===== src/rtl/ifu_prefetch.sv =====
// Instruction-fetch unit: sequential fetch from synchronous-read program memory
// into a PC-tagged prefetch FIFO, with redirect/flush and valid/ready delivery.
module ifu_prefetch #(
    parameter int                   WIDTH     = 32,
    parameter int                   ADDR_BITS = 9,
    parameter int                   DEPTH     = 4,
    parameter logic [ADDR_BITS-1:0] RESET_PC  = '0
) (
    input  logic                        clk,
    input  logic                        reset,
    output logic                        imem_en,
    output logic [ADDR_BITS-1:0]        imem_addr,
    input  logic [WIDTH-1:0]            imem_rdata,
    input  logic                        redirect_valid,
    input  logic [ADDR_BITS-1:0]        redirect_pc,
    output logic                        instr_valid,
    output logic [WIDTH-1:0]            instr,
    output logic [ADDR_BITS-1:0]        instr_pc,
    input  logic                        instr_ready,
    output logic [$clog2(DEPTH):0]      fifo_count
);

    localparam int PW = $clog2(DEPTH);
    localparam int CW = PW + 1;

    logic [ADDR_BITS-1:0] fetch_pc_q, fetch_pc_d;
    logic [ADDR_BITS-1:0] req_pc_q, req_pc_d;
    logic                 inflight_q, inflight_d;
    logic [PW-1:0]        wr_ptr_q, wr_ptr_d;
    logic [PW-1:0]        rd_ptr_q, rd_ptr_d;
    logic [CW-1:0]        count_q, count_d;
    logic [WIDTH-1:0]     data_mem_q [DEPTH];
    logic [ADDR_BITS-1:0] pc_mem_q   [DEPTH];

    logic                 pop;
    logic                 push;
    logic                 issue;
    logic [CW:0]          occupancy;

    assign instr_valid = reset && (count_q != '0);
    assign pop         = instr_valid && instr_ready;
    // A response landing in a redirect cycle belongs to the old stream.
    assign push        = inflight_q && !redirect_valid;

    // Buffered words plus the one still in flight, less the one leaving now.
    assign occupancy   = {1'b0, count_q} + (CW+1)'(inflight_q) - (CW+1)'(pop);
    assign issue       = reset && !redirect_valid && (occupancy < (CW+1)'(DEPTH));

    assign imem_en     = issue;
    assign imem_addr   = reset ? fetch_pc_q : RESET_PC;
    assign instr       = instr_valid ? data_mem_q[rd_ptr_q] : '0;
    assign instr_pc    = instr_valid ? pc_mem_q[rd_ptr_q]   : '0;
    assign fifo_count  = reset ? count_q : '0;

    always_comb begin
        fetch_pc_d = fetch_pc_q;
        req_pc_d   = req_pc_q;
        inflight_d = issue;
        wr_ptr_d   = wr_ptr_q;
        rd_ptr_d   = rd_ptr_q;
        count_d    = count_q + CW'(push) - CW'(pop);

        if (pop) begin
            rd_ptr_d = rd_ptr_q + PW'(1);
        end
        if (push) begin
            wr_ptr_d = wr_ptr_q + PW'(1);
        end
        if (issue) begin
            fetch_pc_d = fetch_pc_q + ADDR_BITS'(1);
            req_pc_d   = fetch_pc_q;
        end
        // Flush wins over everything; a same-cycle pop has already been accepted.
        if (redirect_valid) begin
            fetch_pc_d = redirect_pc;
            wr_ptr_d   = '0;
            rd_ptr_d   = '0;
            count_d    = '0;
        end
    end

    always_ff @(posedge clk) begin
        if (!reset) begin
            fetch_pc_q <= RESET_PC;
            inflight_q <= 1'b0;
            wr_ptr_q   <= '0;
            rd_ptr_q   <= '0;
            count_q    <= '0;
        end else begin
            fetch_pc_q <= fetch_pc_d;
            inflight_q <= inflight_d;
            wr_ptr_q   <= wr_ptr_d;
            rd_ptr_q   <= rd_ptr_d;
            count_q    <= count_d;
        end
    end

    always_ff @(posedge clk) begin
        req_pc_q <= req_pc_d;
        if (push) begin
            data_mem_q[wr_ptr_q] <= imem_rdata;
            pc_mem_q[wr_ptr_q]   <= req_pc_q;
        end
    end

endmodule

===== config.mk =====
export PLATFORM = sky130hd
export DESIGN_NAME = ifu_prefetch
export DESIGN_NICKNAME = d
export VERILOG_FILES = /design/src/rtl/ifu_prefetch.sv
export SDC_FILE = /design/constraint.sdc
export NUM_CORES = 1
export LEC_CHECK = 0
export BUFFER_PORTS_ARGS = -buffer_cell sky130_fd_sc_hd__buf_4
export CORE_ASPECT_RATIO = 1.75
export CORE_UTILIZATION = 25
export DETAILED_ROUTE_END_ITERATION = 10
export GPL_ROUTABILITY_DRIVEN = 0
export GPL_TIMING_DRIVEN = 0
export HOLD_SLACK_MARGIN = 0.12
export MAX_ROUTING_LAYER = met4
export SKIP_LAST_GASP = 1
export SYNTH_ARGS = -nofsm -noshare
export SYNTH_HDL_FRONTEND = slang
export SYNTH_SLANG_ARGS = --single-unit

===== constraint.sdc =====
create_clock -name clk -period 4.3 [get_ports clk]
set_input_delay 0.86 -clock clk [delete_from_list [all_inputs] [get_ports clk]]
set_output_delay 0.86 -clock clk [all_outputs]
set_load 0.02 [all_outputs]

### After elaboration in Yosys (flattened, before gate mapping)

Memories as Yosys holds them, arrays and structs flattened. A register that Yosys moved wholly into a read port is not among the register bits.
Index checks and enable logic that the tools add are counted.

* register bits after elaboration: 26
* RAM bits: 164
* logic and storage cells: 38
* memories: 2

* $add $sub $neg: 7
* $lt $le $gt $ge: 1
* multiplexer cells: 12
* bitwise gates (word level): 1
* reductions and logical operators: 9

Memories
* data_mem_q: words 4, width 32, rd ports 1, clocked after memory_dff 1, wr ports 1, line 32 `logic [WIDTH-1:0] data_mem_q [DEPTH];`
* pc_mem_q: words 4, width 9, rd ports 1, clocked after memory_dff 1, wr ports 1, line 33 `logic [ADDR_BITS-1:0] pc_mem_q [DEPTH];`

Operators by type and width (count)
* 2-to-1 mux 9 bit: 4
* 2-to-1 mux 32 bit: 1
* adder 9 x 1 -> 9 bit, second input constant: 1
* 2-to-1 mux 2 bit: 4
* logical AND 1 bit: 5
* adder 2 x 1 -> 2 bit, second input constant: 2
* adder 3 x 1 -> 4 bit: 1
* less-than comparator 4 x 3 -> 1 bit, second input constant: 1
* subtractor 4 x 1 -> 4 bit: 1
* adder 3 x 1 -> 3 bit: 1
* 2-to-1 mux 3 bit: 1
* nonzero test 3 bit: 1
* subtractor 3 x 1 -> 3 bit: 1
* 2-to-1 mux 1 bit: 2
* nonzero test 2 bit: 1
* OR reduction 2 bit: 1
* logical NOT 1 bit: 1
* inverter 1 bit: 1

### Depth between registers and ports, before layout

Gate-level depths: netlist of run 1.

* depth in word-level cells: 8
* gate-level depth with buffers: 9

### Worst setup path before layout of run 1

OpenSTA, ideal clock, no wires.

* kind: input to output
* start point: input port reset
* end point: output port imem_en
* data arrival time: 3507 ps
* data required time: 3440 ps
* slack: -67 ps
* stages: 8
* path buffers: 0
* cell sequence: o31a_1 nand2_1 or2_2 ha_1 a41o_1 nor4_1 or2_2 nor2b_1

* cells in the longest elaborated chain, start to end: 5
* elaborated cells between the ends (all ways): 6
* those cells by class: add/sub: 1; order compare: 1; reduce/logical: 4

RTL lines
* start: declaration: line 10 `input logic reset,`
* logical AND 1 bit: line 40 `assign instr_valid = reset && (count_q != '0);`
* logical AND 1 bit: line 41 `assign pop = instr_valid && instr_ready;`
* subtractor 4 x 1 -> 4 bit: line 46 `assign occupancy = {1'b0, count_q} + (CW+1)'(inflight_q) - (CW+1)'(pop);`
* less-than comparator 4 x 3 -> 1 bit: line 47 `assign issue = reset && !redirect_valid && (occupancy < (CW+1)'(DEPTH));`
* logical AND 1 bit *: line 47
* end: declaration: line 11 `output logic imem_en,`

Mark *: on every way between the ends. The rest lies on a longest branch, timed or not.

### Final worst setup path of run 1

Same ends and word-level chain as after synthesis.

==> results of run 1 <==
[timing repair]
| item | CTS | global route |
|---|---|---|
| setup endpoints to repair | 1 | 1 |
| setup buffers | 3 | 0 |
| pin swaps | 1 | 0 |
| resized for setup | 5 | 2 |
[critical path, cell delays in order]
cell,delay [ns]
buf_4,0.12
o31a_4,0.21
nand2_1,0.12
or2_2,0.29
ha_1,0.29
a41o_1,0.36
o211a_1,0.33
or2_2,0.34
nor2b_4,0.15
buf_4,0.17
[metal layers]
metal	part of all wire, %	track usage [%]	vias up
li1	-	-	1928
met1	39	11.7	2110
met2	55	20.1	99
met3	4.0	3.00	19
met4	1.7	4.56	0
met5	0	-	-
[power by group through the flow]
stage | clock network (W) | registers [W] | logic [W]
after global routing | 0.00174 | 0.00209 | 0.000184
final | 0.00162 | 0.00208 | 0.000167
after CTS | 0.00168 | 0.00208 | 0.000171
after floorplan | 0 | 0.00212 | 0.0000819
after detailed placement | 0 | 0.00213 | 0.000168
after global placement | 0 | 0.00213 | 0.000163
[registers in the layout, summed over array words and instances (netlist names), named ones only]
signal and cells:
rd_ptr_q 2, count_q 3, wr_ptr_q 2, inflight_q 1
pc_mem_q 36, data_mem_q 128, fetch_pc_q 9, req_pc_q 9
[worst min-delay path by stage]
stage,start,to
2_1_floorplan,fetch_pc_q[8],req_pc_q[8]
3_3_place_gp,req_pc_q[4],pc_mem_q[2][4]
3_5_place_dp,req_pc_q[5],pc_mem_q[2][5]
4_1_cts,req_pc_q[5],pc_mem_q[2][5]
5_1_grt,req_pc_q[5],pc_mem_q[2][5]
6_report,req_pc_q[5],pc_mem_q[2][5]
[layout by cell type (no fill, tap or decap), drive strengths merged, types with 2 or more instances in the layout]
cell,n
o211ai,5
a211oi,3
nand4,2
xor2,2
a311oi,2
and2,57
clkbuf,28
or4,2
or2,4
nor4,3
ha,8
inv,11
mux4,41
nor2b,5
bufinv,3
nand2,7
and3,4
dfxtp,19
clkinvlp,3
nor3,3
or3b,2
o21ai,9
a2111oi,2
buf,114
xnor2,3
edfxtp,173
nand3,10
mux2i,2
nor2,16
clkinv,5
[metrics by stage]
stage	hold slack [ns]	instance area [µm²]
5_1_grt	0.517	9710
6_report	0.504	9710
4_1_cts	0.503	9700
2_1_floorplan	0.444	7740
3_5_place_dp	0.488	9040
3_3_place_gp	0.472	8960
[cell families after synthesis]
kind of cell,Yosys count,share of synthesized area [%]
adder cells (fa/ha/maj),9,1.55
multiplexers,43,12.2
flip-flops,192,72.1
XOR/XNOR,5,0.566
AND/OR/NAND/NOR,120,9.22
AO/OA/AOI/OAI,30,3.02
buffers and inverters,27,1.37
[cell type report]
type	instances	area share, %
sequential	192	57.4
multi-input combinational	207	21.6
timing repair buffer	105	8.63
tap	387	4.99
clock buffer	17	4.38
clock inverter	15	1.89
buffer	20	0.825
inverter	7	0.271
==> impl_metrics.py, run 1 <==
metrics = {
    "timing": {
        "period_share_pct": 95.7,
        "slew_viol_final": 0,
        "fin_setup_tns_ns": 0,
        "setup_ws_ns": 0.185,
        "rsz0062_at_grt": "no",
        "worst_pin_slew_ns": 0.708,
        "fmax_mhz": 243,
        "finalClockSkew_ns": 0.0124,
        "hold_viol": 0,
        "final-setup-viol-count": 0,
        "finalCriticalPeriod_ns": 4.12,
        "maxSlewHeadroom_pct": 52.8,
    },
    "yosys": {
        "ys_warn_count": 0,
        "synth_area_leaders": "edfxtp_1, mux4_2, dfxtp_1",
        "ys_top_cells_by_count": "edfxtp_1, and2_1, mux4_2, dfxtp_1, nor2_1",
        "synth_most_common_cell": "edfxtp_1",
        "synth-seq-cells": 192,
        "synth_cells": 426,
        "synth_area_mm2": 0.00774,
        "avgSynthCellArea_um2": 18.2,
        "synth_edf_count": 173,
        "synth_top_area_share_pct": 67.2,
        "synthArstFlopShare_pct": 0,
        "yosysSeqAreaShare_pct": 72.1,
        "synth_nets": 480,
        "ys.flop_type": "edfxtp_1",
        "synth_cell_types": 47,
        "synth_area_leader_cell": "edfxtp_1",
    },
    "die": {
        "die_w_um": 135,
        "start_util_pct": 25.6,
        "dieArea_mm2": 0.0317,
        "core_area_mm2": 0.0303,
        "rows": 84,
        "io_pins": 100,
        "die_height_um": 235,
    },
    "global_route": {
        "track_usage_pct": 11.3,
        "grt_overflow": 0,
        "antenna_found_initial": 0,
        "grt_max_degree": 29,
        "grt_pass1_wl_um": 25400,
        "grt_pass1_vias": 4441,
    },
    "power": {
        "seqPwrFrac_pct": 53.8,
        "cellPowerDensity_mw_per_mm2": 399,
        "power_frac_clock_pct": 41.9,
        "sw_frac_of_total_pct": 20.9,
        "netSwitchingPower_w": 0.000810,
        "power_frac_comb_pct": 4.3,
        "p_total_w": 0.00387,
        "intPower_w": 0.00306,
        "peakVddDrop_uv": 292,
        "leakage_nw": 3.27,
    },
    "routing": {
        "viasPerCell": 4.37,
        "wl_um": 16200,
        "vias": 4156,
        "drt_iter0_markers": 308,
        "drc": 0,
        "drt_pass1_iterations": 4,
        "wl_per_cell_um": 17.1,
        "final_antenna_net_count": 0,
    },
    "layout": {
        "fin_nets": 604,
        "diodes": 0,
        "multi_input_area_mm2": 0.00210,
        "nFillCells": 2975,
        "synthToLayoutAreaGrowth_pct": 25.5,
        "fin_cells": 950,
        "drive_gt1_share_pct": 35.5,
        "post-route-util_pct": 32.1,
        "regArea_mm2": 0.00558,
    },
    "setup_path": {
        "startpoint_type": "input port",
        "path_max_fanout": 9,
        "rrSetupSlack_ns": 1.24,
        "end_kind": "primary output",
        "cp_data_arrival_time_ns": 3.26,
        "crit_end": "imem_en",
        "startpoint": "reset",
        "critPathRequiredTime_ns": 3.44,
        "r2r_start": "count_q[2]",
        "r2r-end": "req_pc_q[5]",
        "rr_worst_depth": 9,
        "path_class": "input port to primary output",
    },
    "cts": {
        "cts-htree-levels": 4,
        "numCtsBuffers": 17,
        "clockRootBuffer": "clkbuf_16",
        "clock_latency_ns": 0.44,
        "clk_pin_slew_ns": 0.06,
        "cts_buffer_depth": 2,
        "cts_tree": "done",
        "cts_sinks": 192,
        "hold_buffers": 0,
    },
    "placed_design": {
        "dp.cells": 915,
        "pre_cts_ws_ns": -0.863,
        "hpwl_um": 10800,
        "portBuffers": 98,
    },
    "worst_hold_path": {
        "worst_hold_path_type": "flip-flop to flip-flop",
        "min_path_cells": 0,
    },
    "flow_run": {
        "max_cap_violations": 0,
    },
    "status": {
        "outcome": "complete, no violations",
    },
}
Power figures use the tool's default switching activity.
==> run 2: changes to the inputs <==
- CTS_BUF_LIST: not set -> sky130_fd_sc_hd__clkbuf_8 sky130_fd_sc_hd__clkbuf_16
- clock period: 4.3 -> 3.7 ns (I/O delays scaled with it)
==> run 2 against run 1 <==
Combinational power up 19%. Clock-buffer cell count up 6. Critical path type unchanged. Via count down 1.1%. Critical endpoint unchanged. Setup slack worse by 0.073 ns. Flip-flop and latch count unchanged. First-iteration DRC count down 42%. Critical path depth up 1. Worst hold slack worse by 0.0019 ns. Die area unchanged. Sequential power up 16%.
==> impl_metrics.py, run 2 (same netlist as run 1, synthesis figures left out) <==
metrics = {
    "setup_path": {
        "path_class": "input port to primary output",
        "path_buf_inv": 2,
        "cp_slowest_stage_delay_ns": 0.32,
        "cp_data_arrival_time_ns": 2.85,
        "path_max_fanout": 6,
        "rrSetupSlack_ns": 0.98,
        "path_cells": "buf_4, o31a_4, nand2_1, or2_2, ha_4, o211ai_1, nor3_4, o211a_4, or2_4, nor2b_4, buf_4",
        "crit_family": "simple AND/OR/NAND/NOR gates",
        "crit_slowest_cell": "or2_2",
        "critPathRequiredTime_ns": 2.96,
        "end_kind": "primary output",
        "worst_path_most_repeated_cell": "buf_4",
        "startpoint_type": "input port",
    },
    "power": {
        "power_frac_comb_pct": 4.6,
        "power_frac_clock_pct": 39.7,
        "seqPwrFrac_pct": 55.7,
        "intPower_w": 0.00346,
        "cellPowerDensity_mw_per_mm2": 447,
        "sw_frac_of_total_pct": 20.5,
        "leakage_nw": 3.30,
        "netSwitchingPower_w": 0.000892,
        "peakVddDrop_uv": 330,
    },
    "layout": {
        "fin_nets": 608,
        "multi_input_area_mm2": 0.00213,
        "regArea_mm2": 0.00558,
        "regMostFlops": "data_mem_q",
        "synthToLayoutAreaGrowth_pct": 25.8,
        "layout_commonest_cell": "edfxtp_1",
        "largest_register_ff_count": 128,
        "post-route-util_pct": 32.2,
        "nFillCells": 2981,
        "drive_gt1_share_pct": 36.7,
        "diodes": 0,
        "final_cell_mix": "edfxtp_1, buf_4, and2_1",
        "reg_top3": "data_mem_q x128, pc_mem_q x36",
    },
    "die": {
        "die_w_um": 135,
        "io_pins": 100,
        "rows": 84,
        "die_height_um": 235,
        "core_area_mm2": 0.0303,
        "start_util_pct": 25.6,
        "dieArea_mm2": 0.0317,
    },
    "placed_design": {
        "hpwl_um": 10900,
        "portBuffers": 98,
    },
    "cts": {
        "clock_latency_ns": 0.44,
        "cts_buffer_depth": 2,
        "cts_sinks": 192,
        "numCtsBuffers": 17,
        "clk_pin_slew_ns": 0.07,
        "cts-htree-levels": 4,
        "clockRootBuffer": "clkbuf_16",
        "cts_tree": "done",
        "hold_buffers": 0,
    },
    "routing": {
        "final_antenna_net_count": 0,
        "drc": 0,
        "wl_per_cell_um": 16.8,
        "wl_um": 16000,
        "drt_pass1_iterations": 4,
        "drt_iter0_markers": 178,
        "vias": 4110,
        "viasPerCell": 4.31,
    },
    "global_route": {
        "grt_max_degree": 29,
        "grt_pass1_vias": 4424,
        "grt_overflow": 0,
        "track_usage_pct": 11.0,
        "grt_pass1_wl_um": 24700,
        "antenna_found_initial": 0,
    },
    "status": {
        "outcome": "complete, no violations",
    },
    "timing": {
        "maxSlewHeadroom_pct": 55.4,
        "slew_viol_final": 0,
        "worst_pin_slew_ns": 0.669,
        "whs_ns": 0.502,
        "finalCriticalPeriod_ns": 3.59,
        "final-setup-viol-count": 0,
        "fmax_mhz": 279,
        "period_share_pct": 97.0,
        "finalClockSkew_ns": 0.0109,
        "hold_viol": 0,
    },
    "worst_hold_path": {
        "worst_hold_path_type": "input port to flip-flop",
    },
    "flow_run": {
        "max_cap_violations": 0,
    },
}
## run 2: power groups by stage
stage          registers [W]  logic (W)  clock network [W]
6_report             0.00242   0.000199            0.00173
5_1_grt              0.00243   0.000217            0.00186
4_1_cts              0.00242   0.000200            0.00180
3_5_place_dp         0.00247   0.000195                  0
3_3_place_gp         0.00247   0.000189                  0
2_1_floorplan        0.00246  0.0000961                  0
## run 2: through the flow
step	std cells	worst slack, ns	power (W)	cell area (µm²)	setup TNS, ns
after global routing	954	-0.0206	0.00451	9740	-0.0206
final	954	0.112	0.00435	9740	0
after CTS	950	0.0157	0.00442	9690	0
after floorplan	426	0.121	0.00256	7750	0
after global placement	911	-0.755	0.00266	8970	-5.60
after detailed placement	915	-0.782	0.00267	9050	-2.31
## run 2: final timing paths
path | start | endpoint | depth (start not counted)
hold / removal | imem_rdata[11] | data_mem_q[2][11] | 1
setup reg to reg | count_q[2] | fetch_pc_q[7] | 10
setup / recovery | reset | imem_en | 11
hold reg to reg | req_pc_q[6] | pc_mem_q[3][6] | 0
## run 2: timing repair
action	4_1_cts	5_1_grt
gates resized for setup	11	2
setup endpoints to repair	1	1
pin swaps	2	4
buffers inserted	3	4
## run 2: final cells by class
class	instances	area share (%)
buffer	20	0.823
clock buffer	23	5.22
clock inverter	9	0.578
inverter	7	0.270
multi-input combinational	207	21.9
sequential	192	57.3
tap	387	4.97
timing repair buffer	109	8.92
## run 2: layer usage
layer | wire length, µm | part of all wire [%] | vias to the layer above | global-route usage [%]
li1 | - | - | 1933 | -
met4 | 264 | 1.6 | 0 | 4.09
met5 | 0 | 0 | - | -
met3 | 628 | 3.9 | 16 | 2.78
met2 | 8880 | 55 | 92 | 19.8
met1 | 6270 | 39 | 2069 | 11.3
## run 2: worst reg2reg max path: stages, from the launching register on
cell       delay [ns]
dfxtp_2          0.39
o31a_4           0.15
nand2_1          0.09
or2_2            0.32
ha_4             0.28
o211ai_1         0.14
nor3_4           0.31
buf_4            0.20
o21ai_0          0.24
a2111oi_4        0.42
nor3_2           0.07
